### src/rtl/pool_frame_buffer_if.sv
// rtl/pool_frame_buffer_if.sv - pixel-in / frame-out handshake bundle for pool_frame_buffer
//
// Ports (signals):
//   pix_in, pix_valid, pix_sof   raster pixel stream toward the buffer
//   pix_ready                    buffer can take a pixel this cycle
//   frame_out_flat, frame_valid  assembled frame toward avg_pool2d
//   frame_ready                  consumer takes the frame this cycle
//   sof_err                      one-cycle pulse when a partial frame is dropped
// Modports: master = pixel producer / frame consumer side, slave = buffer side.
interface pool_frame_buffer_if #(
  parameter int IN_SIZE   = 4,
  parameter int BIT_WIDTH = 8
);
  logic [BIT_WIDTH-1:0]                   pix_in;
  logic                                   pix_valid;
  logic                                   pix_sof;
  logic                                   pix_ready;
  logic [IN_SIZE*IN_SIZE*BIT_WIDTH-1:0]   frame_out_flat;
  logic                                   frame_valid;
  logic                                   frame_ready;
  logic                                   sof_err;

  modport master (
    output pix_in, pix_valid, pix_sof, frame_ready,
    input  pix_ready, frame_out_flat, frame_valid, sof_err
  );

  modport slave (
    input  pix_in, pix_valid, pix_sof, frame_ready,
    output pix_ready, frame_out_flat, frame_valid, sof_err
  );
endinterface

### src/rtl/pool_frame_buffer.sv
// rtl/pool_frame_buffer.sv - ping-pong raster-to-frame assembler feeding avg_pool2d
//
// Ports:
//   clk  rising-edge clock
//   rst  synchronous active-high reset; clears banks, pointers and flags
//   bus  pool_frame_buffer_if.slave
//        pixel side : pix_in/pix_valid/pix_sof in, pix_ready out
//        frame side : frame_out_flat/frame_valid/sof_err out, frame_ready in
// Pixel k of a frame lands at bits [(N-k)*BIT_WIDTH-1 : (N-k-1)*BIT_WIDTH],
// so pixel 0 sits at the MSB of frame_out_flat.
module pool_frame_buffer #(
  parameter int IN_SIZE   = 4,
  parameter int BIT_WIDTH = 8
) (
  input logic               clk,
  input logic               rst,
  pool_frame_buffer_if.slave bus
);
  localparam int N  = IN_SIZE * IN_SIZE;
  localparam int CW = (N > 1) ? $clog2(N) : 1;

  logic [N*BIT_WIDTH-1:0] bank [2];
  logic                   wr_bank;
  logic                   rd_bank;
  logic [1:0]             full;
  logic [CW-1:0]          cnt;
  logic                   sof_err_q;

  logic                   accept;
  logic                   consume;
  logic                   restart;
  logic                   last;
  logic [CW-1:0]          wr_pos;

  assign accept  = bus.pix_valid && bus.pix_ready;
  assign consume = full[rd_bank] && bus.frame_ready;
  // A start-of-frame mid-frame wins over count completion: the pixel
  // restarts the frame at position 0 instead of finishing the old one.
  assign restart = bus.pix_sof && (cnt != '0);
  assign last    = !restart && (cnt == CW'(N - 1));
  assign wr_pos  = restart ? '0 : cnt;

  assign bus.pix_ready      = !rst && !full[wr_bank];
  assign bus.frame_valid    = full[rd_bank];
  assign bus.frame_out_flat = bank[rd_bank];
  assign bus.sof_err        = sof_err_q;

  always_ff @(posedge clk) begin
    if (rst) begin
      bank[0]   <= '0;
      bank[1]   <= '0;
      wr_bank   <= 1'b0;
      rd_bank   <= 1'b0;
      full      <= 2'b00;
      cnt       <= '0;
      sof_err_q <= 1'b0;
    end else begin
      sof_err_q <= accept && restart;

      // Consume and complete can coincide; they always target different
      // banks because completing needs the write bank empty while consuming
      // needs the read bank full.
      if (consume) begin
        full[rd_bank] <= 1'b0;
        rd_bank       <= ~rd_bank;
      end

      if (accept) begin
        bank[wr_bank][(N - 1 - int'(wr_pos)) * BIT_WIDTH +: BIT_WIDTH] <= bus.pix_in;
        if (restart) begin
          cnt <= CW'(1);
        end else if (last) begin
          cnt           <= '0;
          full[wr_bank] <= 1'b1;
          wr_bank       <= ~wr_bank;
        end else begin
          cnt <= cnt + CW'(1);
        end
      end
    end
  end
endmodule

### src/flat_wrapper.sv
// flat-port wrapper written by rule: the top's interface ports become plain ports
module pool_frame_buffer_flat 
#(
  parameter int IN_SIZE   = 4,
  parameter int BIT_WIDTH = 8
)
  (clk, rst, bus_pix_in, bus_pix_valid, bus_pix_sof, bus_frame_ready, bus_pix_ready, bus_frame_out_flat, bus_frame_valid, bus_sof_err);
  pool_frame_buffer_if #(.IN_SIZE(IN_SIZE), .BIT_WIDTH(BIT_WIDTH)) bus_i ();
  input logic clk;
  input logic rst;
  input wire logic [$bits(bus_i.pix_in)-1:0] bus_pix_in;
  input wire logic [$bits(bus_i.pix_valid)-1:0] bus_pix_valid;
  input wire logic [$bits(bus_i.pix_sof)-1:0] bus_pix_sof;
  input wire logic [$bits(bus_i.frame_ready)-1:0] bus_frame_ready;
  output wire logic [$bits(bus_i.pix_ready)-1:0] bus_pix_ready;
  output wire logic [$bits(bus_i.frame_out_flat)-1:0] bus_frame_out_flat;
  output wire logic [$bits(bus_i.frame_valid)-1:0] bus_frame_valid;
  output wire logic [$bits(bus_i.sof_err)-1:0] bus_sof_err;
  assign bus_i.pix_in = bus_pix_in;
  assign bus_i.pix_valid = bus_pix_valid;
  assign bus_i.pix_sof = bus_pix_sof;
  assign bus_i.frame_ready = bus_frame_ready;
  assign bus_pix_ready = bus_i.pix_ready;
  assign bus_frame_out_flat = bus_i.frame_out_flat;
  assign bus_frame_valid = bus_i.frame_valid;
  assign bus_sof_err = bus_i.sof_err;
  pool_frame_buffer #(.IN_SIZE(IN_SIZE), .BIT_WIDTH(BIT_WIDTH)) u_core (.clk(clk), .rst(rst), .bus(bus_i));
endmodule
### config.mk
export PLATFORM = sky130hd
export DESIGN_NAME = pool_frame_buffer_flat
export DESIGN_NICKNAME = d
export VERILOG_FILES = /design/src/rtl/pool_frame_buffer_if.sv /design/src/rtl/pool_frame_buffer.sv /design/src/flat_wrapper.sv
export SDC_FILE = /design/constraint.sdc
export NUM_CORES = 1
export LEC_CHECK = 0
export BUFFER_PORTS_ARGS = -buffer_cell sky130_fd_sc_hd__buf_2
export CORE_MARGIN = 10
export CORE_UTILIZATION = 45
export CTS_BUF_LIST = sky130_fd_sc_hd__clkbuf_4
export DETAILED_ROUTE_END_ITERATION = 10
export PLACE_DENSITY = 0.71
export SETUP_SLACK_MARGIN = 0.02
export SLEW_MARGIN = 40
export SYNTH_ARGS = -nofsm -noshare
export SYNTH_HDL_FRONTEND = slang
export SYNTH_SLANG_ARGS = --single-unit
### constraint.sdc
create_clock -name clk -period 4.45 [get_ports clk]
set_input_delay 0.2225 -clock clk [delete_from_list [all_inputs] [get_ports clk]]
set_output_delay 0.2225 -clock clk [all_outputs]
set_load 0.005 [all_outputs]
==> results.md <==
* GRT Total Usage at 0.177
* Post-Synthesis Cells at 912
* Detailed-route DRC error count at 0
* Minimum clock period at 4.04 ns
* Worst endpoint required time at 4.72 ns
* DR iter-0 viols at 569
* Register area share after synthesis at 0.632
* Gr ovfl total at 0
* Buffers on Ports at 143
* # clock sinks at 266
* Worst Path Arrival at 4.31 ns
* Vias in the first global route at 8389
* Syn_area_per_cell at 13.7 um2
* Clock slew at reported path FFs at 0.06 ns
* CTS Buffer Depth at 3
* Count leader, synth: edfxtp_1
* Leak at 0.00561 uW
* Setup crit start kind: flop
* Tot Pwr at 5390 uW
* Post-synth cell types at 50
* CTS Buf Count at 68
* Sequential group share of total power at 0.528
* Ys Warns at 0
* DRT antenna net count at 0
* Clock Power Share at 0.404
* Synth top cells by count: edfxtp_1, mux2_2, and2_1, clkbuf_1, and3_1
* CP Class: flop to flop
* Max-Slew Margin vs Limit at 0.446
* Hold Path Class: input pin to flop
* CORE AREA at 27100 um2
* Die Width at 187 um
* Largest net degree at the start of global routing at 61
* Worst slew pin tran at 0.830 ns
* Routed WL at 32100 um
* Synthesized area at 12500 um2
* Final Hold Fails at 0
* Nets at 1090
* Max-cap violations at 0
* Die ar. at 34800 um2
* Area grow syn2layout at 16.9%
* CTS tree: done
* Routed WL per cell at 21.4 um
* Critical Path Fanout Max at 12
* Post-synth top flop: edfxtp_1
* Clock Latency Late Sink at 0.68 ns
* CP cell instances: inv_1 -> ha_1 -> or3b_4 -> a21oi_1 -> ha_1 -> inv_1 -> or4_1 -> or3_1 -> o21ai_1
* Final setup vio count at 0
* Top post-synthesis cells by area: edfxtp_1, mux2_2, and2_1
* Synth area leader: edfxtp_1
* Combinational share of power at 0.068
* Pre-antenna DRT Iters at 7
* Cell total after placement at 1374
* Share of layout cells above drive strength 1 at 0.413
* CP max stage cell: or4_1
* Post-Syn Nets at 929
* RePlAce Congestion at 0.882
* Initial antenna violation count at 4
* Fin Hold WS at 0.0886 ns
* Worst setup EP type: flop
* Finished Layout Cells at 1497
* RSZ-0062 raised after global routing: no
* Via count at 8343
* Vias/cell at 5.57
* CTS root buffer: clkbuf_4
* Synth Register Bits at 266
* CP peak stage delay at 0.78 ns
* Status: complete, no violations
* Starting density of the core at 0.461
* FMAX at 247 MHz
* H-tree depth at 3
* Async S/R FF share, synth at 0
* Delay-heaviest family, CP: simple AND/OR/NAND/NOR gates
* Max IR drop VDD at 0.180 mV
* Top-area cell type share of the netlist area at 0.616
* Pint at 4110 uW
* Cell row count at 60
* I/O pin count at 144
* Critical path buffer and inverter count at 2
* Die H at 187 um
* Setup TNS at 0 ns
* Pins Over Slew Limit at 0
* Post-synth EDFFs at 256
* Worst Skew at 0.0489 ns
* Pwr/cell area at 369 nW/um2
* Final HPWL DP at 20400 um
* Fin crit share at 0.909
* First-pass GRT wire length at 48700 um
* Worst reg-to-reg setup slack at 0.41 ns
* P_sw at 1280 uW
* Fillers at 2270
* Sw frac at 0.238
## area by class of cell
cell class,count,area [um2],share of cell area
antenna,2,5.00,0.000343
clock buffer,94,706,0.0484
clock inverter,26,203,0.0139
inverter,8,30.0,0.00206
multi-input combinational,548,4260,0.292
sequential,266,7890,0.541
tap,372,465,0.0319
timing repair buffer,181,1030,0.0705
## registers in the layout, summed over array words and instances (netlist names), named ones only
signal              count
u_core.bank           256
u_core.cnt              4
u_core.full             2
u_core.bus.sof_err      1
u_core.rd_bank          1
u_core.wr_bank          1
## logic make-up (layout without fill, tap and decap cells)
family | after synthesis | in the layout | synth area share
AND/OR/NAND/NOR | 366 | 366 | 0.186
flip-flops | 266 | 266 | 0.632
multiplexers | 131 | 131 | 0.118
buffers and inverters | 98 | 309 | 0.0314
AO/OA/AOI/OAI | 45 | 45 | 0.0262
adder cells (fa/ha/maj) | 4 | 4 | 0.00401
XOR/XNOR | 2 | 2 | 0.00201
other | 0 | 2 | 0
## worst reg2reg max path, stage by stage (launching register included)
cell and delay (ns):
dfxtp_1 0.35, inv_1 0.09, ha_1 0.22, or3b_4 0.41, a21oi_1 0.16, ha_1 0.25
inv_1 0.16, or4_1 0.78, or3_1 0.61, o21ai_1 0.64
## repair_timing
item | 4_1_cts | 5_1_grt
endpoints found under the hold margin | 4 | 0
buffers inserted | 0 | 0
resized for setup | 0 | 0
hold buffers | 1 | 0
## layout by cell type, fill, tap and decap left out, drive strengths merged, types with 7 or more instances in the layout
master	instances
a21oi	7
and2	80
and3	65
buf	180
clkbuf	94
clkinv	21
dfxtp	10
edfxtp	256
inv	8
mux2	131
nand2	17
nand2b	11
nand3	24
nor2	10
nor3	46
nor4	80
o21ai	11
o31ai	9
or2	11
## power groups by stage
| stage | Combinational (uW) | Sequential [uW] | Clock, uW |
|---|---|---|---|
| after floorplan | 202 | 2890 | 0 |
| after global placement | 354 | 2900 | 0 |
| after detailed placement | 360 | 2900 | 0 |
| after CTS | 363 | 2850 | 2220 |
| after global routing | 393 | 2850 | 2360 |
| final | 364 | 2850 | 2180 |
## worst paths after layout
check	cells past startpoint	end	start
worst min-delay path	2	u_core.wr_bank$_SDFFE_PP0P_	rst
worst min register to register	2	u_core.cnt[1]$_SDFFE_PP0P_	u_core.cnt[1]$_SDFFE_PP0P_
worst max-delay path	9	u_core.bank[0][117]$_SDFFCE_PN0P_	u_core.cnt[1]$_SDFFE_PP0P_
worst max register to register	9	u_core.bank[0][117]$_SDFFCE_PN0P_	u_core.cnt[1]$_SDFFE_PP0P_
## metrics by stage
stage	instance area, um2	utilization	worst slack [ns]
2_1_floorplan	12500	-	0.962
3_3_place_gp	13600	0.502	0.638
3_5_place_dp	13600	0.503	0.498
4_1_cts	14500	0.537	0.486
5_1_grt	14600	0.538	0.168
6_report	14600	0.538	0.407
## routing by layer
layer	global-route usage	vias up	routed length [um]
met5	0	-	21
met3	0.0514	54	2570
met2	0.286	361	15700
met4	0.0623	4	677
li1	-	3862	-
met1	0.221	4062	13100
No activity file was read; power rests on OpenSTA's default activity.
